### config.mk
export PLATFORM = sky130hd
export DESIGN_NAME = decode
export DESIGN_NICKNAME = d
export VERILOG_FILES = /design/src/rtl/decode.sv
export SDC_FILE = /design/constraint.sdc
export NUM_CORES = 1
export LEC_CHECK = 0
export CORE_MARGIN = 2
export CORE_UTILIZATION = 49
export DETAILED_ROUTE_END_ITERATION = 10
export PLACE_DENSITY = 0.88
export SLEW_MARGIN = 20
export SYNTH_ARGS = -nofsm -noshare
export SYNTH_HDL_FRONTEND = slang
export SYNTH_SLANG_ARGS = --single-unit
### constraint.sdc
create_clock -name clk -period 3.3 [get_ports clk]
set_clock_uncertainty 0.05 [all_clocks]
set_input_delay 0.66 -clock clk [delete_from_list [all_inputs] [get_ports clk]]
set_output_delay 0.66 -clock clk [all_outputs]
set_load 0.01 [all_outputs]
### src/rtl/decode.sv
// RV32I decode stage: latches one instruction from fetch, registers its decoded
// fields, and sequences the execute handshake before acknowledging fetch.
module decode #(
    parameter int unsigned DATA_WIDTH = 32
) (
    input  logic                  clk,
    input  logic                  rst,
    input  logic [DATA_WIDTH-1:0] inst,
    input  logic                  compute_req,
    output logic                  compute_valid,
    output logic                  exec_req,
    input  logic                  exec_valid,
    output logic [6:0]            dec_opcode,
    output logic [4:0]            dec_rd,
    output logic [4:0]            dec_rs1,
    output logic [4:0]            dec_rs2,
    output logic [2:0]            dec_funct3,
    output logic [DATA_WIDTH-1:0] dec_imm,
    output logic [3:0]            dec_alu_op,
    output logic                  dec_illegal
);

    localparam int unsigned STATE_W = 3;
    localparam int unsigned ALU_W   = 4;

    localparam logic [STATE_W-1:0] S_IDLE     = 3'd0;
    localparam logic [STATE_W-1:0] S_DECODE   = 3'd1;
    localparam logic [STATE_W-1:0] S_EXEC_REQ = 3'd2;
    localparam logic [STATE_W-1:0] S_EXEC_ACK = 3'd3;
    localparam logic [STATE_W-1:0] S_DONE     = 3'd4;

    localparam logic [6:0] OP_LUI    = 7'b0110111;
    localparam logic [6:0] OP_AUIPC  = 7'b0010111;
    localparam logic [6:0] OP_JAL    = 7'b1101111;
    localparam logic [6:0] OP_JALR   = 7'b1100111;
    localparam logic [6:0] OP_BRANCH = 7'b1100011;
    localparam logic [6:0] OP_LOAD   = 7'b0000011;
    localparam logic [6:0] OP_STORE  = 7'b0100011;
    localparam logic [6:0] OP_IMM    = 7'b0010011;
    localparam logic [6:0] OP_OP     = 7'b0110011;

    localparam logic [6:0] F7_BASE = 7'b0000000;
    localparam logic [6:0] F7_ALT  = 7'b0100000;

    localparam logic [ALU_W-1:0] ALU_ADD   = 4'd0;
    localparam logic [ALU_W-1:0] ALU_SUB   = 4'd1;
    localparam logic [ALU_W-1:0] ALU_SLL   = 4'd2;
    localparam logic [ALU_W-1:0] ALU_SLT   = 4'd3;
    localparam logic [ALU_W-1:0] ALU_SLTU  = 4'd4;
    localparam logic [ALU_W-1:0] ALU_XOR   = 4'd5;
    localparam logic [ALU_W-1:0] ALU_SRL   = 4'd6;
    localparam logic [ALU_W-1:0] ALU_SRA   = 4'd7;
    localparam logic [ALU_W-1:0] ALU_OR    = 4'd8;
    localparam logic [ALU_W-1:0] ALU_AND   = 4'd9;
    localparam logic [ALU_W-1:0] ALU_PASSB = 4'd10;

    logic [STATE_W-1:0]    state_q, state_d;
    logic [DATA_WIDTH-1:0] inst_q;
    logic                  compute_valid_d, exec_req_d;
    logic                  load_inst, load_dec;

    logic [6:0]            opcode, funct7;
    logic [2:0]            funct3;
    logic [DATA_WIDTH-1:0] imm_c;
    logic [ALU_W-1:0]      alu_op_c;
    logic                  illegal_c;

    // funct3 -> ALU op; alt selects SUB/SRA
    function automatic logic [ALU_W-1:0] alu_sel(input logic [2:0] f3, input logic alt);
        logic [ALU_W-1:0] op;
        case (f3)
            3'b000:  op = alt ? ALU_SUB : ALU_ADD;
            3'b001:  op = ALU_SLL;
            3'b010:  op = ALU_SLT;
            3'b011:  op = ALU_SLTU;
            3'b100:  op = ALU_XOR;
            3'b101:  op = alt ? ALU_SRA : ALU_SRL;
            3'b110:  op = ALU_OR;
            default: op = ALU_AND;
        endcase
        return op;
    endfunction

    assign opcode = inst_q[6:0];
    assign funct3 = inst_q[14:12];
    assign funct7 = inst_q[31:25];

    // Combinational decode of the latched word
    always_comb begin
        imm_c     = '0;
        alu_op_c  = ALU_ADD;
        illegal_c = 1'b0;
        case (opcode)
            OP_LUI: begin
                imm_c    = {inst_q[31:12], 12'b0};
                alu_op_c = ALU_PASSB;
            end
            OP_AUIPC: imm_c = {inst_q[31:12], 12'b0};
            OP_JAL:   imm_c = {{11{inst_q[31]}}, inst_q[31], inst_q[19:12], inst_q[20],
                               inst_q[30:21], 1'b0};
            OP_JALR: begin
                imm_c     = {{20{inst_q[31]}}, inst_q[31:20]};
                illegal_c = (funct3 != 3'b000);
            end
            OP_BRANCH: begin
                imm_c     = {{19{inst_q[31]}}, inst_q[31], inst_q[7], inst_q[30:25],
                             inst_q[11:8], 1'b0};
                alu_op_c  = ALU_SUB;
                illegal_c = (funct3 == 3'b010) || (funct3 == 3'b011);
            end
            OP_LOAD: begin
                imm_c     = {{20{inst_q[31]}}, inst_q[31:20]};
                illegal_c = (funct3 == 3'b011) || (funct3 == 3'b110) || (funct3 == 3'b111);
            end
            OP_STORE: begin
                imm_c     = {{20{inst_q[31]}}, inst_q[31:25], inst_q[11:7]};
                illegal_c = (funct3 >= 3'b011);
            end
            OP_IMM: begin
                imm_c    = {{20{inst_q[31]}}, inst_q[31:20]};
                alu_op_c = alu_sel(funct3, (funct3 == 3'b101) && (funct7 == F7_ALT));
                if (funct3 == 3'b001)
                    illegal_c = (funct7 != F7_BASE);
                else if (funct3 == 3'b101)
                    illegal_c = (funct7 != F7_BASE) && (funct7 != F7_ALT);
            end
            OP_OP: begin
                alu_op_c  = alu_sel(funct3, funct7 == F7_ALT);
                illegal_c = ((funct7 != F7_BASE) && (funct7 != F7_ALT)) ||
                            ((funct7 == F7_ALT) && (funct3 != 3'b000) && (funct3 != 3'b101));
            end
            default: illegal_c = 1'b1;
        endcase
        if (inst_q[1:0] != 2'b11)
            illegal_c = 1'b1;
    end

    // FSM state register
    always_ff @(posedge clk or negedge rst) begin
        if (!rst) state_q <= S_IDLE;
        else      state_q <= state_d;
    end

    // Next state and next registered handshake outputs
    always_comb begin
        state_d         = state_q;
        compute_valid_d = compute_valid;
        exec_req_d      = exec_req;
        load_inst       = 1'b0;
        load_dec        = 1'b0;
        case (state_q)
            S_IDLE: begin
                compute_valid_d = 1'b0;
                exec_req_d      = 1'b0;
                if (compute_req) begin
                    load_inst = 1'b1;
                    state_d   = S_DECODE;
                end
            end
            S_DECODE: begin
                load_dec = 1'b1;
                if (illegal_c) begin
                    compute_valid_d = 1'b1;
                    state_d         = S_DONE;
                end else begin
                    exec_req_d = 1'b1;
                    state_d    = S_EXEC_REQ;
                end
            end
            S_EXEC_REQ: begin
                exec_req_d = 1'b1;
                if (exec_valid) begin
                    exec_req_d = 1'b0;
                    state_d    = S_EXEC_ACK;
                end
            end
            S_EXEC_ACK: begin
                if (!exec_valid) begin
                    compute_valid_d = 1'b1;
                    state_d         = S_DONE;
                end
            end
            S_DONE: begin
                compute_valid_d = 1'b1;
                if (!compute_req) begin
                    compute_valid_d = 1'b0;
                    state_d         = S_IDLE;
                end
            end
            default: begin
                compute_valid_d = 1'b0;
                exec_req_d      = 1'b0;
                state_d         = S_IDLE;
            end
        endcase
    end

    // Registered outputs and instruction latch; dec_* persist until the next decode
    always_ff @(posedge clk or negedge rst) begin
        if (!rst) begin
            inst_q        <= '0;
            compute_valid <= 1'b0;
            exec_req      <= 1'b0;
            dec_opcode    <= '0;
            dec_rd        <= '0;
            dec_rs1       <= '0;
            dec_rs2       <= '0;
            dec_funct3    <= '0;
            dec_imm       <= '0;
            dec_alu_op    <= '0;
            dec_illegal   <= 1'b0;
        end else begin
            compute_valid <= compute_valid_d;
            exec_req      <= exec_req_d;
            if (load_inst)
                inst_q <= inst;
            if (load_dec) begin
                dec_opcode  <= opcode;
                dec_rd      <= inst_q[11:7];
                dec_rs1     <= inst_q[19:15];
                dec_rs2     <= inst_q[24:20];
                dec_funct3  <= funct3;
                dec_imm     <= imm_c;
                dec_alu_op  <= alu_op_c;
                dec_illegal <= illegal_c;
            end
        end
    end

endmodule

==> results of run 1 <==
[state kept, by name, summed over array words and instances (netlist names)]
register,flops
exec_req,1
inst_q,32
dec_funct3,3
dec_rd,5
dec_illegal,1
compute_valid,1
dec_opcode,7
dec_rs2,5
dec_imm,32
state_q,3
dec_rs1,5
dec_alu_op,4
[how the worst max path moves through the flow]
stage / to / cells past startpoint
2_1_floorplan: inst_q[17] / 4
3_3_place_gp: inst_q[23] / 5
3_5_place_dp: inst_q[2] / 5
4_1_cts: dec_alu_op[3] / 3
5_1_grt: dec_imm[12] / 5
6_report: dec_imm[26] / 5
[placed cells by master, fill, tap and decap left out, types with 2 or more instances in the layout]
| master | instances |
|---|---|
| sky130_fd_sc_hd__nand3b_1 | 4 |
| sky130_fd_sc_hd__nor4_1 | 3 |
| sky130_fd_sc_hd__nand2b_1 | 6 |
| sky130_fd_sc_hd__o21ai_0 | 24 |
| sky130_fd_sc_hd__nand2_1 | 104 |
| sky130_fd_sc_hd__clkbuf_8 | 10 |
| sky130_fd_sc_hd__dfrtp_1 | 99 |
| sky130_fd_sc_hd__a22o_1 | 6 |
| sky130_fd_sc_hd__nor2_1 | 18 |
| sky130_fd_sc_hd__and3_1 | 2 |
| sky130_fd_sc_hd__o21ai_1 | 3 |
| sky130_fd_sc_hd__nor3_1 | 2 |
| sky130_fd_sc_hd__o31ai_1 | 2 |
| sky130_fd_sc_hd__clkinvlp_4 | 3 |
| sky130_fd_sc_hd__buf_4 | 4 |
| sky130_fd_sc_hd__nand3_1 | 23 |
| sky130_fd_sc_hd__inv_1 | 6 |
| sky130_fd_sc_hd__a221oi_1 | 6 |
| sky130_fd_sc_hd__clkinv_4 | 2 |
| sky130_fd_sc_hd__mux2_2 | 26 |
| sky130_fd_sc_hd__o22a_1 | 2 |
| sky130_fd_sc_hd__a21oi_1 | 21 |
| sky130_fd_sc_hd__clkdlybuf4s50_1 | 98 |
[layout make-up]
class                      count  area, sq um  area share, %
clock buffer                  10          138           2.49
clock inverter                 6         48.8          0.884
tap                          108          135           2.45
timing repair buffer         103         1020           18.5
sequential                    99         2480           44.9
multi-input combinational    284         1680           30.4
inverter                       6         22.5          0.408
[metal layers]
| metal | up-vias | track usage [%] | part of all wire, % | wire, um |
|---|---|---|---|---|
| met4 | 0 | 8.01 | 1.6 | 163 |
| met2 | 137 | 36.9 | 49 | 5120 |
| met1 | 1663 | 31.2 | 43 | 4490 |
| met3 | 14 | 3.38 | 5.8 | 597 |
| met5 | - | 0 | 0 | 0 |
| li1 | 1608 | - | - | - |
[through the flow]
step	util, %	std cells	hold slack [ns]	total power, mW
2_1_floorplan	-	416	0.314	3.39
3_3_place_gp	62.0	600	0.411	4.25
3_5_place_dp	62.0	600	0.413	4.36
4_1_cts	64.2	616	0.436	5.09
5_1_grt	64.3	616	0.380	5.40
6_report	64.3	616	0.286	5.07
[power by group through the flow]
| stage | combinational, mW | sequential (mW) | clock [mW] |
|---|---|---|---|
| 5_1_grt | 2.30 | 2.31 | 0.791 |
| 4_1_cts | 2.12 | 2.23 | 0.742 |
| 3_5_place_dp | 2.11 | 2.25 | 0 |
| 3_3_place_gp | 2.02 | 2.23 | 0 |
| 2_1_floorplan | 1.23 | 2.16 | 0 |
| 6_report | 2.10 | 2.24 | 0.726 |
[cell families after synthesis]
group / after synthesis / share of synthesized area (%)
xor+xnor: 1 / 0.204
flops: 99 / 57.7
compound gates: 77 / 12.2
buf+inv: 33 / 3.35
simple gates: 178 / 19.2
mux: 28 / 7.32
==> impl_metrics.sql, run 1 <==
INSERT INTO impl_metrics (metric_group, metric, value, unit) VALUES
('pwr', 'clockPowerShare', '14.3', '%'),
('global_routing', 'grt_use_total', '22.6', '%'),
('clock_network', 'clock_tree.buffer_depth', '2', ''),
('place', 'gp_congestion', '0.917', ''),
('pwr', 'switching_share', '39.3', '%'),
('global_routing', 'final_global_route_overflow_total', '0', ''),
('global_routing', 'grt_pass1_wl', '17200', 'um'),
('global_routing', 'grt_start_max_net_pins', '92', ''),
('job', 'max_cap_viol_count', '0', ''),
('clock_network', 'tritoncts', 'built', ''),
('critical_path', 'setup.reg_to_reg.worst_slack', '1.13', 'ns'),
('synthesis', 'asyncSetResetFlopFracSynth', '100', '%'),
('critical_path', 'critical_path_peak_fanout', '12', ''),
('synthesis', 'ys_top_cells_by_count', 'sky130_fd_sc_hd__nand2_1 (104), sky130_fd_sc_hd__dfrtp_1 (99), sky130_fd_sc_hd__mux2_2 (26), sky130_fd_sc_hd__o21ai_0 (24), sky130_fd_sc_hd__nand3_1 (23)', ''),
('layout', 'number_of_inserted_diodes', '0', ''),
('synthesis', 'synth.distinct_cells', '52', ''),
('critical_path', 'end_kind', 'flip-flop', ''),
('route', 'drt_pass1_iterations', '5', ''),
('clock_network', 'clock_sinks', '99', ''),
('clock_network', 'postCtsSetupBuffers', '0', ''),
('route', 'drc_errors', '0', ''),
('place', 'dp_hpwl', '7240', 'um'),
('place', 'port_buffers', '99', ''),
('route', 'wire_per_inst', '16.8', 'um'),
('place', 'detailed_place.area', '0.00533', 'sq mm'),
('die', 'floorplan.initialDensity', '49.9', '%'),
('global_routing', 'antenna_found_initial', '0', ''),
('critical_path', 'cp_startpoint', 'inst_q[5]', ''),
('route', 'dr_total_vias', '3422', ''),
('timing', 'slew_headroom', '46.6', '%'),
('synthesis', 'edff_count_synth', '0', ''),
('critical_path', 'critical_path_start_end_classification', 'reg -> reg', ''),
('timing', 'transition_time_at_the_pin_with_the_least_slew_margin', '0.801', 'ns'),
('pwr', 'switching_power', '1.99', 'mW'),
('critical_path', 'cp_slowest_stage_delay', '0.58', 'ns'),
('place', 'dpl_worst_slack', '0.910', 'ns'),
('synthesis', 'synth_seq_cells', '99', ''),
('critical_path', 'worstPathBufferInverterCount', '0', ''),
('synthesis', 'synth_area_per_cell', '10.3', 'sq um'),
('route', 'dr.first_iter.drc_count', '346', ''),
('run_status', 'run_status', 'finished clean', ''),
('die', 'floorplan.core_area', '0.00859', 'sq mm'),
('timing', 'max_clock_freq', '0.461', 'GHz'),
('critical_path', 'reg2reg_depth', '5', ''),
('layout', 'fin_area', '0.00552', 'sq mm'),
('pwr', 'power.sequential.fraction', '44.2', '%'),
('layout', 'nFillCells', '689', ''),
('synthesis', 'netlist_area', '0.00429', 'sq mm'),
('critical_path', 'crit_arrival', '2.42', 'ns'),
('pwr', 'combPwrFrac', '41.5', '%'),
('synthesis', 'synth_warnings', '0', ''),
('critical_path', 'startpoint_type', 'flip-flop', ''),
('pwr', 'vdd_ir_drop_max', '591', 'uV'),
('clock_network', 'post_cts_resize_count', '0', ''),
('clock_network', 'ctsHtreeMaxLevel', '3', ''),
('synthesis', 'syn-instance-count', '416', ''),
('synthesis', 'synth_seq_area_share', '57.7', '%'),
('die', 'die-height', '97.6', 'um'),
('layout', 'area_delta_synth_final', '28.7', '%'),
('critical_path', 'crit-reg2reg-launch', 'inst_q[5]', ''),
('pwr', 'cellPowerDensity', '918', 'mW/mm^2'),
('synthesis', 'yosysMostFrequentCell', 'sky130_fd_sc_hd__nand2_1', ''),
('layout', 'drive_above_1_share', '11.8', '%'),
('layout', 'fin_nets', '539', ''),
('critical_path', 'crit_chain', 'or3b_1 -> nor2_2 -> o21a_4 -> nand2_1 -> nand3_1', ''),
('timing', 'hold_violations', '0', ''),
('timing', 'drv_slew', '0', ''),
('timing', 'setup_violations', '0', ''),
('hold_path', 'min-delay-path-class', 'in -> async', ''),
('pwr', 'power_report.internal_total', '3.07', 'mW'),
('timing', 'final.setup.tns', '0', 'ns');
Power figures use the tool's default switching activity.
==> run 2, diff against run 1 <==
- clock period: 3.3 -> 2.1 ns (I/O delays scaled with it)
==> run 2 against run 1 <==
  * Setup slack got worse by 1.0 ns
  * Clock power grew 61%
  * First-iteration DRC count decreased by 21%
  * Non-clock buffer count increased by 19
==> impl_metrics.sql, run 2 (synthesis gave the netlist of run 1 again) <==
INSERT INTO impl_metrics (metric_group, metric, value, unit) VALUES
('layout', 'drive_above_1_share', '15.4', '%'),
('pwr', 'p_leak', '2.53', 'nW'),
('timing', 'setup_violations', '0', ''),
('critical_path', 'required', '2.29', 'ns'),
('critical_path', 'cp_startpoint', 'inst_q[4]', ''),
('route', 'routed-wl-met3', '553', 'um'),
('timing', 'slew_headroom', '55.4', '%'),
('route', 'routed_wl', '10600', 'um'),
('job', 'max_cap_viol_count', '0', ''),
('place', 'dp_hpwl', '7730', 'um'),
('die', 'dieArea', '0.00952', 'sq mm'),
('die', 'io_pins', '100', ''),
('route', 'wl_met2', '5300', 'um'),
('clock_network', 'inserted_clock_buffers', '9', ''),
('timing', 'layout_min_cycle_time', '1.99', 'ns'),
('critical_path', 'critical_path_peak_fanout', '9', ''),
('global_routing', 'grt_use_total', '22.9', '%'),
('route', 'dr.first_iter.drc_count', '274', ''),
('timing', 'final_min_period_over_clock_period', '94.7', '%'),
('route', 'top_layer_used', 'met4', ''),
('die', 'die-height', '97.6', 'um'),
('timing', 'max_clock_freq', '0.503', 'GHz'),
('timing', 'hold_violations', '0', ''),
('pwr', 'vdd_ir_drop_max', '1090', 'uV'),
('die', 'floorplan.core_area', '0.00859', 'sq mm'),
('critical_path', 'startpoint_type', 'flip-flop', ''),
('place', 'gp_congestion', '0.942', ''),
('route', 'route.detailed.vias_per_inst', '5.53', ''),
('run_status', 'run_status', 'finished clean', ''),
('global_routing', 'via_count_of_the_first_global_routing_pass', '3529', ''),
('layout', 'area_delta_synth_final', '33.2', '%'),
('hold_path', 'hold_path.startpoint', 'dec_rd[0]', ''),
('critical_path', 'crit-reg2reg-launch', 'inst_q[4]', ''),
('clock_network', 'clock-root-buffer', 'sky130_fd_sc_hd__clkbuf_8', ''),
('pwr', 'cellPowerDensity', '1450', 'mW/mm^2'),
('clock_network', 'tritoncts', 'built', ''),
('place', 'port_buffers', '99', ''),
('route', 'ant_nets', '0', ''),
('clock_network', 'ctsHtreeMaxLevel', '3', ''),
('die', 'floorplan.initialDensity', '49.9', '%'),
('critical_path', 'critical_path_start_end_classification', 'reg -> reg', ''),
('layout', 'fin_nets', '558', ''),
('clock_network', 'clock_sinks', '99', ''),
('global_routing', 'grt_start_max_net_pins', '67', ''),
('global_routing', 'grt_pass1_wl', '17400', 'um'),
('clock_network', 'clock_tree.buffer_depth', '2', ''),
('die', 'fp-row-count', '34', ''),
('timing', 'grt_setup_unrepaired', 'no', ''),
('route', 'drc_errors', '0', ''),
('clock_network', 'clock_pin_slew_worst_setup_and_hold_paths', '0.10', 'ns'),
('layout', 'mostFrequentLayoutCell', 'sky130_fd_sc_hd__nand2_1', ''),
('hold_path', 'min-delay-path-class', 'reg -> reg', ''),
('route', 'wire_per_inst', '16.7', 'um'),
('die', 'die_x', '97.6', 'um'),
('global_routing', 'final_global_route_overflow_total', '0', ''),
('global_routing', 'antenna_found_initial', '0', ''),
('clock_network', 'postCtsSetupBuffers', '0', ''),
('route', 'drt_pass1_iterations', '5', ''),
('timing', 'final.setup.tns', '0', 'ns'),
('timing', 'final.hold.worst_slack', '0.431', 'ns'),
('clock_network', 'clkLatencyLatePin', '0.38', 'ns'),
('critical_path', 'end_kind', 'flip-flop', ''),
('pwr', 'post-layout-total-power', '8.27', 'mW'),
('layout', 'most-common-layout-cells', 'sky130_fd_sc_hd__nand2_1 (103), sky130_fd_sc_hd__dfrtp_1 (99), sky130_fd_sc_hd__clkdlybuf4s50_1 (98)', ''),
('layout', 'number_of_inserted_diodes', '0', ''),
('route', 'dr_total_vias', '3514', ''),
('route', 'm1WireLength', '4610', 'um'),
('timing', 'drv_slew', '0', ''),
('layout', 'biggestRegsByFlops', 'dec_imm: 32 flops, inst_q: 32 flops, dec_opcode: 7 flops', ''),
('critical_path', 'crit_arrival', '2.18', 'ns'),
('timing', 'transition_time_at_the_pin_with_the_least_slew_margin', '0.665', 'ns');
## run 2: repair_timing
item | CTS | global route
hold endpoints to repair | 35 | 0
endpoints found under the setup margin | 9 | 3
gates resized for setup | 1 | 2
hold buffers | 1 | 0
## run 2: path summary, 6_finish.rpt
check | endpoint | slack [ns] | cells after the start
max in group asynchronous | dec_imm[8] | 0.88 | 3
min reg2reg | dec_rd[0] | 0.43 | 2
max | exec_req | 0.11 | 6
min | dec_rd[0] | 0.43 | 2
max reg2reg | exec_req | 0.11 | 6
min in group asynchronous | dec_rd[0] | 0.49 | 2
## run 2: layout make-up
class	instances	area, sq um
well taps	108	135
fillers	667	2880
repair buffers	122	1200
clock buffers	9	124
multi-input cells	284	1690
inverters	6	22.5
clock inverters	7	67.6
flip-flops and latches	99	2480
## run 2: critical path, stage by stage, from the launching register on
cell	delay (ns)
sky130_fd_sc_hd__dfrtp_1	0.48
sky130_fd_sc_hd__or3b_1	0.47
sky130_fd_sc_hd__nor4_1	0.33
sky130_fd_sc_hd__nor4b_1	0.09
sky130_fd_sc_hd__buf_4	0.16
sky130_fd_sc_hd__nand4_1	0.17
sky130_fd_sc_hd__o21ai_0	0.12
## run 2: report_power, final
group          internal [mW]  leakage (nW)  switching (mW)
clock network          0.462        0.0993           0.711
registers               2.69          1.25           0.720
logic                   1.89          1.18            1.80
## run 2: per-layer routing
metal	track usage, %	up-vias
li1	-	1645
met1	30.8	1759
met2	38.8	97
met3	4.24	13
met4	5.88	0
met5	0	-
## run 2: stage by stage
stage,area [sq um],instances,setup WS [ns],utilization (%)
detailed placement,5500,618,-0.0803,64.0
global placement,5500,618,-0.0129,64.0
finish,5720,635,0.112,66.5
global route,5720,635,0.0104,66.5
CTS,5710,635,0.100,66.4
floorplan,4290,416,0.366,-
==> run 3, diff against run 2 <==
- CORE_ASPECT_RATIO: not set -> 0.5
==> run 3 against run 2 <==
  * The flow now finishes with violations (hold timing)
  * Global-route usage rose by 3.1 points
  * Die area is 0.48% higher
  * First-iteration DRC count grew 15%
  * Fmax down 0.47%
  * Critical path depth down 1
  * Critical endpoint is now compute_valid
  * Highest routed layer unchanged
==> impl_metrics.sql, run 3 (synthesis gave the netlist of run 1 again) <==
INSERT INTO impl_metrics (metric_group, metric, value, unit) VALUES
('critical_path', 'end_kind', 'flip-flop', ''),
('route', 'dr_total_vias', '3561', ''),
('layout', 'drive_above_1_share', '16.5', '%'),
('critical_path', 'cp_slowest_cell', 'sky130_fd_sc_hd__or4_4', ''),
('pwr', 'vdd_ir_drop_max', '698', 'uV'),
('timing', 'max_clock_freq', '0.501', 'GHz'),
('layout', 'biggestRegsByFlops', 'dec_imm: 32 flops, inst_q: 32 flops, dec_opcode: 7 flops', ''),
('pwr', 'clockPowerShare', '18.9', '%'),
('critical_path', 'crit_arrival', '2.19', 'ns'),
('critical_path', 'endpoint', 'compute_valid', ''),
('pwr', 'power.sequential.fraction', '38.0', '%'),
('critical_path', 'reg2reg_depth', '5', ''),
('clock_network', 'postCtsSetupBuffers', '0', ''),
('layout', 'most-common-layout-cells', 'sky130_fd_sc_hd__nand2_1 (103), sky130_fd_sc_hd__dfrtp_1 (99), sky130_fd_sc_hd__clkdlybuf4s50_1 (98)', ''),
('pwr', 'switching_power', '3.36', 'mW'),
('critical_path', 'critical_path_peak_fanout', '4', ''),
('place', 'dpl_worst_slack', '-0.179', 'ns'),
('die', 'io_pins', '100', ''),
('clock_network', 'ctsHtreeMaxLevel', '3', ''),
('route', 'drt_pass1_iterations', '4', ''),
('layout', 'mostFrequentLayoutCell', 'sky130_fd_sc_hd__nand2_1', ''),
('global_routing', 'grt_start_max_net_pins', '42', ''),
('critical_path', 'crit_chain', 'or4_4 -> nor3_1 -> a211o_1 -> nand4_1 -> o22a_1', ''),
('global_routing', 'grt_pass1_wl', '18900', 'um'),
('critical_path', 'cp_slowest_stage_delay', '0.55', 'ns'),
('critical_path', 'critical_path_cell_count', '5', ''),
('clock_network', 'inserted_clock_buffers', '9', ''),
('layout', 'nFillCells', '652', ''),
('pwr', 'combPwrFrac', '43.1', '%'),
('route', 'dr.first_iter.drc_count', '314', ''),
('route', 'routed_wl', '11400', 'um'),
('critical_path', 'critical_path_start_end_classification', 'reg -> reg', ''),
('clock_network', 'clkLatencyLatePin', '0.35', 'ns'),
('die', 'fp-row-count', '24', ''),
('critical_path', 'required', '2.29', 'ns'),
('timing', 'drv_slew', '0', ''),
('die', 'die-height', '70.2', 'um'),
('clock_network', 'clock_tree.buffer_depth', '2', ''),
('timing', 'setup_violations', '0', ''),
('timing', 'final.hold.worst_slack', '-0.0100', 'ns'),
('global_routing', 'final_global_route_overflow_total', '0', ''),
('route', 'route.detailed.vias_per_inst', '5.49', ''),
('pwr', 'cellPowerDensity', '1520', 'mW/mm^2'),
('critical_path', 'setup.reg_to_reg.worst_slack', '0.10', 'ns'),
('pwr', 'switching_share', '37.5', '%'),
('timing', 'layout_min_cycle_time', '2.00', 'ns'),
('clock_network', 'tritoncts', 'built', ''),
('layout', 'fin_nets', '563', ''),
('global_routing', 'grt_use_total', '26.0', '%'),
('place', 'placedCellCount', '633', ''),
('timing', 'slew_headroom', '63.5', '%'),
('route', 'drc_errors', '0', ''),
('route', 'wire_per_inst', '17.6', 'um'),
('critical_path', 'crit-reg2reg-launch', 'inst_q[28]', ''),
('timing', 'transition_time_at_the_pin_with_the_least_slew_margin', '0.547', 'ns'),
('global_routing', 'antenna_found_initial', '0', ''),
('layout', 'fin_util', '68.3', '%'),
('critical_path', 'worst_r2r_endpoint', 'compute_valid', ''),
('pwr', 'p_leak', '2.61', 'nW'),
('run_status', 'run_status', 'finished, violations left', ''),
('global_routing', 'via_count_of_the_first_global_routing_pass', '3618', ''),
('critical_path', 'path_delay_family', 'simple AND/OR/NAND/NOR gates', ''),
('die', 'die_x', '136', 'um'),
('timing', 'post-route-worst-setup-slack', '0.102', 'ns'),
('run_status', 'failed_checks', 'hold timing', ''),
('job', 'max_cap_viol_count', '0', ''),
('pwr', 'power_report.internal_total', '5.61', 'mW'),
('layout', 'number_of_inserted_diodes', '0', ''),
('route', 'ant_nets', '0', ''),
('critical_path', 'cp_startpoint', 'inst_q[28]', ''),
('critical_path', 'startpoint_type', 'flip-flop', ''),
('place', 'port_buffers', '99', ''),
('timing', 'hold_violations', '8', ''),
('clock_network', 'clock_sinks', '99', ''),
('hold_path', 'min-delay-path-class', 'in -> async', ''),
('die', 'floorplan.core_area', '0.00862', 'sq mm'),
('die', 'dieArea', '0.00957', 'sq mm'),
('layout', 'area_delta_synth_final', '37.3', '%'),
('die', 'floorplan.initialDensity', '49.8', '%'),
('clock_network', 'clock_pin_slew_worst_setup_and_hold_paths', '0.06', 'ns'),
('critical_path', 'worstPathBufferInverterCount', '0', ''),
('layout', 'final_instance_count_excl_fillers', '649', ''),
('timing', 'grt_setup_unrepaired', 'yes', ''),
('clock_network', 'clock-root-buffer', 'sky130_fd_sc_hd__clkbuf_16', ''),
('place', 'dp_hpwl', '8160', 'um'),
('place', 'gp_congestion', '0.949', ''),
('timing', 'final_min_period_over_clock_period', '95.1', '%');
run 3: changes by cell type in the layout (fill, tap and decap cells not counted), moves of 2 or more:
cell,previous run,this run
sky130_fd_sc_hd__buf_4,20,26
sky130_fd_sc_hd__clkbuf_8,9,1
sky130_fd_sc_hd__clkbuf_16,0,9
sky130_fd_sc_hd__clkinv_2,1,3
run 3: how the worst min path moves through the flow:
stage / from / to / slack, ns
6_report: rst / dec_rd[1] / -0.01
5_1_grt: rst / dec_opcode[4] / 0.03
4_1_cts: rst / dec_opcode[4] / 0.005
3_5_place_dp: rst / dec_illegal / 0.38
3_3_place_gp: rst / dec_illegal / 0.37
2_1_floorplan: rst / compute_valid / 0.07
run 3: final cells by class:
| type | instances | area [sq um] | share of cell area [%] |
|---|---|---|---|
| sequential | 99 | 2480 | 42.1 |
| multi-input combinational | 284 | 1710 | 29.0 |
| timing repair buffer | 127 | 1240 | 21.0 |
| clock buffer | 10 | 239 | 4.06 |
| tap | 117 | 146 | 2.49 |
| clock inverter | 6 | 62.6 | 1.06 |
| inverter | 6 | 22.5 | 0.382 |
run 3: layer usage:
| layer | share of wire (%) | vias up | track usage (%) | wire, um |
|---|---|---|---|---|
| li1 | - | 1658 | - | - |
| met1 | 44 | 1754 | 35.6 | 5060 |
| met2 | 47 | 125 | 39.6 | 5370 |
| met4 | 2.2 | 0 | 8.56 | 255 |
| met3 | 6.3 | 24 | 8.28 | 716 |
| met5 | 0 | - | 0 | 0 |
run 3: timing repair:
item | CTS | global route
pin swaps | 0 | 0
endpoints found under the hold margin | 0 | 0
hold buffers | 0 | 0
resized for setup | 1 | 5
setup endpoints to repair | 11 | 12
run 3: stage by stage:
stage                TNS, ns  area (sq um)  total power [mW]  hold WS (ns)
floorplan                  0          4290              5.32        0.0744
CTS                        0          5870              8.97       0.00525
global placement      -0.725          5560              7.09         0.371
finish                     0          5890              8.97       -0.0100
global route        -0.00507          5890              9.53        0.0263
detailed placement     -1.54          5560              7.22         0.380
run 3: power by group through the flow:
| stage | sequential [mW] | combinational [mW] | clock [mW] |
|---|---|---|---|
| after detailed placement | 3.42 | 3.81 | 0 |
| after global placement | 3.37 | 3.71 | 0 |
| after floorplan | 3.39 | 1.94 | 0 |
| after CTS | 3.40 | 3.86 | 1.71 |
| after global routing | 3.52 | 4.23 | 1.79 |
| final | 3.41 | 3.87 | 1.69 |
